**src/rtl/zero_count_normalizer.sv**
```systemverilog
// Two-stage leading/trailing zero counter and normalizer with valid/ready flow control.
// S1 registers per-nibble counts; S2 picks the first non-zero nibble and shifts.
module zero_count_normalizer #(
  parameter int WIDTH = 32,
  parameter int CW    = $clog2(WIDTH)
) (
  input  logic             clk,
  input  logic             reset_n,
  input  logic             in_valid,
  output logic             in_ready,
  input  logic [WIDTH-1:0] in_data,
  input  logic             in_mode,
  output logic             out_valid,
  input  logic             out_ready,
  output logic [CW-1:0]    out_zeros,
  output logic             out_all_zeros,
  output logic [WIDTH-1:0] out_data,
  output logic             out_mode
);

  localparam int NIB = WIDTH / 4;

  logic             v1_q, v1_d, v2_q, v2_d;
  logic             load1, load2;
  logic [2*NIB-1:0] lc_in, lc_q, lc_d;
  logic [NIB-1:0]   zf_in, zf_q, zf_d;
  logic [WIDTH-1:0] data1_q, data1_d;
  logic             mode1_q, mode1_d;

  logic [CW-1:0]    cnt_s2;
  logic             found_s2;
  logic             az_s2;
  logic [WIDTH-1:0] shifted_s2;

  logic [CW-1:0]    zeros2_q, zeros2_d;
  logic             az2_q, az2_d;
  logic [WIDTH-1:0] data2_q, data2_d;
  logic             mode2_q, mode2_d;

  assign load2    = v1_q && (!v2_q || out_ready);
  assign in_ready = !v1_q || !v2_q || out_ready;
  assign load1    = in_valid && in_ready;

  // Local count per nibble: priority from the nibble MSB in mode 0, from its LSB in mode 1.
  for (genvar gi = 0; gi < NIB; gi++) begin : g_nib
    logic [3:0] nib;
    logic [1:0] cnt;
    assign nib = in_data[4*gi +: 4];
    always_comb begin
      cnt = 2'd3;
      if (!in_mode) begin
        casez (nib)
          4'b1???: cnt = 2'd0;
          4'b01??: cnt = 2'd1;
          4'b001?: cnt = 2'd2;
          default: cnt = 2'd3;
        endcase
      end else begin
        casez (nib)
          4'b???1: cnt = 2'd0;
          4'b??10: cnt = 2'd1;
          4'b?100: cnt = 2'd2;
          default: cnt = 2'd3;
        endcase
      end
    end
    assign lc_in[2*gi +: 2] = cnt;
    assign zf_in[gi]        = (nib == 4'd0);
  end

  always_comb begin
    v1_d    = load1 ? 1'b1 : (load2 ? 1'b0 : v1_q);
    lc_d    = load1 ? lc_in   : lc_q;
    zf_d    = load1 ? zf_in   : zf_q;
    data1_d = load1 ? in_data : data1_q;
    mode1_d = load1 ? in_mode : mode1_q;
  end

  // k counts nibbles from the scan start, so the count is simply 4*k + local count.
  always_comb begin
    cnt_s2   = '0;
    found_s2 = 1'b0;
    for (int k = 0; k < NIB; k++) begin
      if (!found_s2) begin
        if (mode1_q) begin
          if (!zf_q[k]) begin
            found_s2 = 1'b1;
            cnt_s2   = CW'(4 * k) + CW'(lc_q[2*k +: 2]);
          end
        end else if (!zf_q[NIB-1-k]) begin
          found_s2 = 1'b1;
          cnt_s2   = CW'(4 * k) + CW'(lc_q[2*(NIB-1-k) +: 2]);
        end
      end
    end
    az_s2      = &zf_q;
    shifted_s2 = mode1_q ? (data1_q >> cnt_s2) : (data1_q << cnt_s2);
    if (az_s2) shifted_s2 = '0;
  end

  always_comb begin
    v2_d     = load2 ? 1'b1 : (out_ready ? 1'b0 : v2_q);
    zeros2_d = load2 ? cnt_s2     : zeros2_q;
    az2_d    = load2 ? az_s2      : az2_q;
    data2_d  = load2 ? shifted_s2 : data2_q;
    mode2_d  = load2 ? mode1_q    : mode2_q;
  end

  always_ff @(posedge clk or negedge reset_n) begin
    if (!reset_n) begin
      v1_q     <= 1'b0;
      lc_q     <= '0;
      zf_q     <= '0;
      data1_q  <= '0;
      mode1_q  <= 1'b0;
      v2_q     <= 1'b0;
      zeros2_q <= '0;
      az2_q    <= 1'b0;
      data2_q  <= '0;
      mode2_q  <= 1'b0;
    end else begin
      v1_q     <= v1_d;
      lc_q     <= lc_d;
      zf_q     <= zf_d;
      data1_q  <= data1_d;
      mode1_q  <= mode1_d;
      v2_q     <= v2_d;
      zeros2_q <= zeros2_d;
      az2_q    <= az2_d;
      data2_q  <= data2_d;
      mode2_q  <= mode2_d;
    end
  end

  assign out_valid     = v2_q;
  assign out_zeros     = zeros2_q;
  assign out_all_zeros = az2_q;
  assign out_data      = data2_q;
  assign out_mode      = mode2_q;

endmodule

```
**config.mk**
```make
export PLATFORM = sky130hd
export DESIGN_NAME = zero_count_normalizer
export DESIGN_NICKNAME = d
export VERILOG_FILES = /design/src/rtl/zero_count_normalizer.sv
export SDC_FILE = /design/constraint.sdc
export NUM_CORES = 1
export LEC_CHECK = 0
export BUFFER_PORTS_ARGS = -buffer_cell sky130_fd_sc_hd__clkbuf_2
export CORE_MARGIN = 5
export CORE_UTILIZATION = 58
export DETAILED_ROUTE_END_ITERATION = 16
export PLACE_DENSITY = 0.78
export SYNTH_ARGS = -nofsm -noshare
export SYNTH_HDL_FRONTEND = slang
export SYNTH_SLANG_ARGS = --single-unit
```
**constraint.sdc**
```tcl
create_clock -name clk -period 4.1 [get_ports clk]
set_input_delay 0.205 -clock clk [delete_from_list [all_inputs] [get_ports clk]]
set_output_delay 0.205 -clock clk [all_outputs]
set_load 0.03 [all_outputs]
```
# Word-level counts from Yosys, hierarchy flattened
# Cells that the tools add are included.
# word_totals
ff_bits	98
input_bits	37
output_inout_bits	41
wordCells	158
# op_classes
n_addsub	14
n_eq_ne	32
n_shift	2
n_mux	82
reduce_logical	18
# ops
op	n
two-way mux 5 bit	29
one-hot mux 2 bit (3 select lines)	16
two-way mux 32 bit	2
logical NOT 4 bit	8
left shift 32 x 5 -> 32 bit	1
>> shifter 32 x 5 -> 32 bit	1
two-way mux 1 bit	25
== test 3 x 1 -> 1 bit, second input constant	8
== test 3 bit, second input constant	8
adder 4 x 2 -> 5 bit, first input constant	4
adder 5 x 2 -> 5 bit, first input constant	4
two-way mux 2 bit	10
== test 2 x 1 -> 1 bit, second input constant	8
== test 2 bit, second input constant	8
adder 4 x 3 -> 5 bit, first input constant	2
adder 3 x 2 -> 4 bit, first input constant	2
adder 3 x 3 -> 4 bit, first input constant	2
AND reduction 8 bit	1
nonzero test 2 bit	2
logical OR 1 bit	3
logical AND 1 bit	2
logical NOT 1 bit	2

# Logic depth before layout (Yosys ltp)
# Gate-level depths: netlist of the first run.
# depth
ltp_word	26
depth_mapped	14
mapped_depth_nobuf	9

# Worst setup path before layout of the first run
# OpenSTA, ideal clock, no wires.
# synth_path
kind	flip-flop to flip-flop
from	register mode1_q
to	register data2_q[22] (netlist: out_data[22])
setup_ps	131
arrival_ps	2771
t_required_ps	3969
setup_slack_ps	1198
path_stages_with_launch	13
path_buffers	3
period_less_slack_ps	2902
path_cell_list	dfrtp_1 -> buf_6 -> nand2b_4 -> o32a_1 -> o221ai_1 -> o211a_1 -> buf_6 -> buf_12 -> mux2i_1 -> mux2i_1 -> mux2_2 -> o2bb2ai_1 -> or3_1
# synth_via
elab_chain_len	25
elab_cells_between_ends	46
classes_between	shift (2); mux (44)
# synth_lines
item	line	source
from (decl)	28	logic mode1_q, mode1_d;
from (signal assigned)	126	mode1_q <= mode1_d;
two-way mux 5 bit	85	if (mode1_q) begin
two-way mux 5 bit, on equally long branches	90, 86	
two-way mux 5 bit	85	
two-way mux 5 bit	84	if (!found_s2) begin
two-way mux 5 bit, on equally long branches	90, 86	
two-way mux 5 bit	85	
two-way mux 5 bit	84	
two-way mux 5 bit, on equally long branches	90, 86	
(+9 left out)	--	
two-way mux 5 bit	85	
two-way mux 5 bit	84	
two-way mux 5 bit, on equally long branches	90, 86	
two-way mux 5 bit	85	
two-way mux 5 bit	84	
left shift 32 x 5 -> 32 bit or >> shifter 32 x 5 -> 32 bit (tied branches)	97	shifted_s2 = mode1_q ? (data1_q >> cnt_s2) : (data1_q << cnt_s2);
two-way mux 32 bit (*)	97	
two-way mux 32 bit (*)	98	if (az_s2) shifted_s2 = '0;
to (signal assigned)	130	data2_q <= data2_d;
to (decl)	37	logic [WIDTH-1:0] data2_q, data2_d;
# Every way passes the cells marked *; elsewhere a longest branch is shown, timed or not.
# A chain may end at the register's enable or synchronous reset.

# Worst setup path in the final report of the first run
# layout_path
from	register zf_q[3]
to	register data2_q[27] (netlist: out_data[27])
# layout_via
elab_chain_len	18
elab_cells_between_ends	31
classes_between	shift (2); mux (28); reduce/logical (1)
# layout_lines
item	line	source
from (decl)	26	logic [NIB-1:0] zf_in, zf_q, zf_d;
from (signal assigned)	124	zf_q <= zf_d;
two-way mux 5 bit	86	if (!zf_q[k]) begin
two-way mux 5 bit	85	
two-way mux 5 bit	84	
two-way mux 5 bit, on equally long branches	90, 86	
two-way mux 5 bit	85	
two-way mux 5 bit	84	
two-way mux 5 bit, on equally long branches	90, 86	
two-way mux 5 bit	85	
(+2 left out)	--	
two-way mux 5 bit	85	
two-way mux 5 bit	84	
two-way mux 5 bit, on equally long branches	90, 86	
two-way mux 5 bit	85	
two-way mux 5 bit	84	
left shift 32 x 5 -> 32 bit or >> shifter 32 x 5 -> 32 bit (tied branches)	97	
two-way mux 32 bit	97	
two-way mux 32 bit (*)	98	
# Marked as above.

==> results.json, run 1 <==
{
  "outcome": "completed",
  "regToRegEndpoint": "out_data[27]$_DFFE_PN0P_",
  "drive_gt1_share_pct": 19.1,
  "routed_wl_mm": 29.1,
  "drtPass1Iterations": 6,
  "min-delay-start": "in_valid",
  "finalPower_mw": 4.64,
  "whs_path_depth": 2,
  "clock.fmax_mhz": 263,
  "syn_area_mm2": 0.00803,
  "ys_seq_area_share_pct": 30.5,
  "rsz0062_at_grt": "no",
  "routedWlPerCell_um": 24.7,
  "h-tree-depth": 3,
  "hold_viol_final": 0,
  "antenna_left": 0,
  "power.leakage_nw": 4.14,
  "worst_ep_required_time_ns": 4.40,
  "yosysWarnings": 0,
  "maxSlewViolCount": 0,
  "synth_ff_type": "dfrtp_1",
  "die_h_um": 128,
  "synth_cell_types": 84,
  "ir_worst_vdd_v": 0.000259,
  "root_buffer": "clkbuf_16",
  "arrival_ns": 4.09,
  "synthToLayoutAreaGrowth_pct": 11.4,
  "p_per_area_mw_per_mm2": 519,
  "synth_seq_cells": 98,
  "ctsResizeCount": 0,
  "startpoint_type": "register",
  "antenna_found_initial": 0,
  "critPathCaptureType": "register",
  "initial_core_util_pct": 58.5,
  "die_area_mm2": 0.0163,
  "n_antenna_cell": 0,
  "grt_overflow": 0,
  "hold_buffers": 1,
  "fin_nets": 1031,
  "hold_path_class": "in -> reg",
  "tns_ns": 0,
  "grt_pass1_vias": 7507,
  "grt_start_max_net_pins": 68,
  "dp_hpwl_mm": 21.9,
  "place_congestion": 1.00,
  "viasPerCell": 6.81,
  "clock_path_buffers": 2,
  "regToRegSetupSlack_ns": 0.30,
  "cts_tree": "done",
  "vias": 8034,
  "setup_violations": 0,
  "synthCells": 935,
  "synth-async-reset-ratio_pct": 100,
  "fp-row-count": 43,
  "clk_latency_ns": 0.37,
  "clk_pin_slew_ns": 0.07,
  "clock_sinks": 98,
  "fp.dieW_um": 128,
  "grt_usage_pct": 35.4,
  "drtIter0Drc": 1156,
  "rr_worst_depth": 10,
  "fin_skew_ns": 0.0119,
  "grt_first_pass_wirelength_mm": 44.7,
  "numCtsBuffers": 9,
  "crit_type": "reg -> reg",
  "synth_nets": 972,
  "finalCritPeriodShare_pct": 92.6,
  "post-cts-setup-buffers": 0,
  "slew_headroom_pct": 29.9,
  "max_cap_viol_count": 0,
  "synth_edf_count": 0,
  "path_max_fanout": 16,
  "whs_endpoint": "v1_q$_DFFE_PN0P_",
  "worst_slew_pin_slew_ns": 1.05,
  "syn_avg_cell_area_um2": 8.59,
  "rr_startpoint": "zf_q[3]$_DFFE_PN0P_",
  "port-buffer-count": 77,
  "drc_errors": 0,
  "coreArea_mm2": 0.0137,
  "period_minus_slack_ns": 3.80,
  "num_io_pins": 78
}
## per-layer routing
metal  global-route usage [%]  part of all wire, %
met2                     54.8                   45
met4                     16.1                  4.8
met3                     7.33                  9.0
met1                     48.0                   41
met5                        0                    0
## state kept, by name (all words and copies together) (netlist names)
name	cells
mode1_q	1
lc_q	16
out_data	32
out_valid	1
out_zeros	5
zf_q	8
data1_q	32
v1_q	1
out_mode	1
out_all_zeros	1
## cell type report
cell class | instances | area (µm²)
clock buffer | 10 | 239
clock inverter | 6 | 81.3
fill | 1223 | 4780
inverter | 22 | 82.6
multi-input combinational | 745 | 5140
sequential | 98 | 2450
tap | 180 | 225
timing repair buffer | 118 | 723
## power by group
| group | total, mW | internal, mW | leakage [nW] | switching, mW |
|---|---|---|---|---|
| registers | 1.38 | 1.17 | 1.23 | 0.207 |
| logic | 2.31 | 0.830 | 2.76 | 1.48 |
| clock network | 0.948 | 0.506 | 0.159 | 0.442 |
## cells in the mapped netlist (8+ instances only)
master    count  area [µm²]
a22o_1        8        70.1
a211o_1      11        96.3
mux2_2       31         349
o211ai_1     13        97.6
nand2b_1     10        62.6
o21ai_0      84         420
inv_1        22        82.6
buf_2        25         125
mux2i_1     128        1280
dfrtp_1      98        2450
a32oi_1       9        78.8
a21oi_1      48         240
a22oi_1      13        97.6
nor2_1       62         233
o22ai_1      15        93.8
clkbuf_1     30         113
nand2_1     117         439
nand3_1      26         130
nor3_1       18        90.1
a211oi_1     17         128
## kinds of logic (layout without fill, tap and decap cells)
group,count (synthesis),in the layout,synth area share [%]
AOI/OAI and AO/OA,294,294,25.1
DFF,98,98,30.5
and+or+nand+nor,285,285,16.6
buffers and inverters,92,156,5.73
muxes,166,166,22.0
## how the worst max path moves through the flow
stage / from / end
6_report: zf_q[3]$_DFFE_PN0P_ / out_data[27]$_DFFE_PN0P_
2_1_floorplan: mode1_q$_DFFE_PN0P_ / out_data[22]$_DFFE_PN0P_
4_1_cts: mode1_q$_DFFE_PN0P_ / out_data[1]$_DFFE_PN0P_
3_3_place_gp: mode1_q$_DFFE_PN0P_ / out_data[1]$_DFFE_PN0P_
5_1_grt: mode1_q$_DFFE_PN0P_ / out_data[29]$_DFFE_PN0P_
3_5_place_dp: mode1_q$_DFFE_PN0P_ / out_data[1]$_DFFE_PN0P_
## critical path, cell delays in order (launching register included)
cell,delay [ns]
dfrtp_1,0.56
buf_4,0.23
nand4_1,0.12
o32ai_1,0.60
a311oi_2,0.12
o21a_1,0.20
nor2_4,0.48
mux2i_1,0.57
o21ai_0,0.27
a32oi_1,0.36
a32o_1,0.21
## cells in the final DEF, fill, tap and decap left out, types with 13 or more instances in the layout
cell,n
mux2i_1,128
nand2_1,116
dfrtp_1,98
o21ai_0,84
clkbuf_2,76
nor2_1,62
a21oi_1,48
buf_4,39
mux2_2,31
nand3_1,25
inv_1,22
nor3_1,17
a211oi_1,17
o22ai_1,15
a22oi_1,13
o211ai_1,13
## metrics by stage
step / hold slack (ns) / cell area [µm²] / utilization [%] / worst slack (ns) / instances
finish: 0.0619 / 8940 / 65.2 / 0.305 / 1179
global route: 0.0713 / 8940 / 65.2 / 0.233 / 1179
CTS: 0.0604 / 8940 / 65.2 / 0.426 / 1179
detailed placement: 0.373 / 8610 / 62.8 / 0.450 / 1162
global placement: 0.361 / 8610 / 62.8 / 0.477 / 1162
floorplan: -0.0906 / 8030 / - / 1.20 / 935
No activity file was read; power rests on OpenSTA's default activity.
==> run 2, diff against run 1 <==
BUFFER_PORTS_ARGS = -buffer_cell sky130_fd_sc_hd__buf_2   (was -buffer_cell sky130_fd_sc_hd__clkbuf_2)
PLACE_DENSITY = 0.89   (was 0.78)
==> run 2 against run 1 <==
Sequential share of layout area grew 0.077 points. Global-route usage fell by 0.63 points. Worst hold slack got worse by 0.0021 ns. Clock skew rose by 0.0015 ns. Count of clock-buffer cells in the layout did not move. Sequential power is essentially flat. Core utilization shrank 0.18 points. Critical endpoint is now out_data[30]$_DFFE_PN0P_.
==> results.json, run 2 (synthesized netlist as in run 1, its figures left out) <==
{
  "path_max_fanout": 36,
  "root_buffer": "clkbuf_16",
  "clock_path_buffers": 2,
  "synthToLayoutAreaGrowth_pct": 11.0,
  "antenna_found_initial": 0,
  "n_antenna_cell": 0,
  "numCtsBuffers": 9,
  "ir_worst_vdd_v": 0.000240,
  "grt_start_max_net_pins": 64,
  "finalPower_mw": 4.60,
  "cpLargestDelayFamily": "multiplexers",
  "fin_skew_ns": 0.0134,
  "hold_path_class": "in -> reg",
  "fin_nets": 1028,
  "num_io_pins": 78,
  "fill_cells": 1211,
  "viasPerCell": 6.98,
  "grt_pass1_vias": 7773,
  "post-cts-setup-buffers": 0,
  "drive_gt1_share_pct": 18.9,
  "period_minus_slack_ns": 3.84,
  "dp_hpwl_mm": 21.4,
  "coreArea_mm2": 0.0137,
  "utilization_pct": 65.0,
  "grt_usage_pct": 34.8,
  "initial_core_util_pct": 58.5,
  "die_h_um": 128,
  "final_common_cell": "mux2i_1",
  "port-buffer-count": 77,
  "final_cell_mix": "mux2i_1 (128), nand2_1 (116), dfrtp_1 (98), o21ai_0 (84), buf_2 (76)",
  "drc_errors": 0,
  "clk_latency_ns": 0.36,
  "antenna_left": 0,
  "cp_num_buf_inv": 1,
  "clk_pin_slew_ns": 0.08,
  "grt_overflow": 0,
  "p_per_area_mw_per_mm2": 516,
  "crit_type": "reg -> reg",
  "drtIter0Drc": 1357,
  "routedWlPerCell_um": 24.1,
  "grt_first_pass_wirelength_mm": 44.6,
  "critPathCaptureType": "register",
  "die_area_mm2": 0.0163,
  "fp.dieW_um": 128,
  "setup_violations": 0,
  "h-tree-depth": 3,
  "max_stage_delay_ns": 0.72,
  "slew_headroom_pct": 34.7,
  "worst_ep_required_time_ns": 4.35,
  "slowest_stage": "dfrtp_1",
  "crit_path_frequent_cell": "mux2i_1",
  "hold_viol_final": 0,
  "outcome": "completed",
  "path_cells": "nand4_1, and2_4, o31ai_2, o211a_1, buf_12, mux2i_1, mux2i_1, mux2i_1, mux2i_1, a221o_1",
  "max_cap_viol_count": 0,
  "rsz0062_at_grt": "no",
  "clock_sinks": 98,
  "cts_tree": "done",
  "worst_slew_pin_slew_ns": 0.976,
  "routed_wl_mm": 28.4,
  "arrival_ns": 4.09,
  "clock.fmax_mhz": 260,
  "finalCritPeriodShare_pct": 93.6,
  "maxSlewViolCount": 0,
  "vias": 8204,
  "tns_ns": 0,
  "drtPass1Iterations": 5,
  "place_congestion": 1.04,
  "startpoint_type": "register",
  "power.leakage_nw": 4.13,
  "fp-row-count": 43
}
-- run 2: changes by cell type in the layout (fill, tap and decap cells not counted), sizes merged --
cell	previous run	this run
inv	25	26
clkbuf	86	10
buf	41	114
clkinv	2	1
-- run 2: final timing paths --
path	from	endpoint	slack, ns	depth (start not counted)
min in group asynchronous	reset_n	out_mode$_DFFE_PN0P_	0.50	2
worst max register to register	mode1_q$_DFFE_PN0P_	out_data[30]$_DFFE_PN0P_	0.26	10
worst min-delay path	in_valid	v1_q$_DFFE_PN0P_	0.06	2
max in group asynchronous	reset_n	data1_q[20]$_DFFE_PN0P_	2.61	3
worst max-delay path	mode1_q$_DFFE_PN0P_	out_data[30]$_DFFE_PN0P_	0.26	10
worst min register to register	lc_q[14]$_DFFE_PN0P_	lc_q[14]$_DFFE_PN0P_	0.48	2
-- run 2: metal layers --
metal	wire length, µm	vias to the layer above	part of all wire [%]	track usage, %
met1	11200	3885	39	47.2
met4	1330	0	4.7	15.1
met2	12800	572	45	54.6
met3	3030	110	11	6.54
li1	-	3637	-	-
met5	0	-	0	0
-- run 2: where the power goes --
part / switching [mW] / internal [mW]
clock: 0.420 / 0.505
combinational: 1.47 / 0.825
sequential: 0.207 / 1.17
total: 2.10 / 2.50
-- run 2: timing repair --
item | in CTS | in global routing
setup endpoints to repair | 0 | 0
gates resized for setup | 0 | 0
hold buffers | 1 | 0
endpoints found under the hold margin | 62 | 0
-- run 2: per-stage QoR --
stage                     setup slack, ns  instances  hold WS, ns  instance area [µm²]
final                               0.261       1176       0.0599                 8920
after global routing               0.0240       1176       0.0673                 8920
after CTS                           0.371       1176       0.0580                 8920
after detailed placement            0.405       1159        0.367                 8590
after global placement              0.392       1159        0.356                 8590
after floorplan                      1.20        935      -0.0906                 8030
-- run 2: cell type report --
| type | count | area, µm² | area share [%] |
|---|---|---|---|
| clock inverter | 6 | 78.8 | 0.884 |
| tap | 180 | 225 | 2.53 |
| sequential | 98 | 2450 | 27.5 |
| clock buffer | 10 | 239 | 2.68 |
| inverter | 22 | 82.6 | 0.926 |
| multi-input combinational | 745 | 5140 | 57.6 |
| timing repair buffer | 115 | 701 | 7.86 |
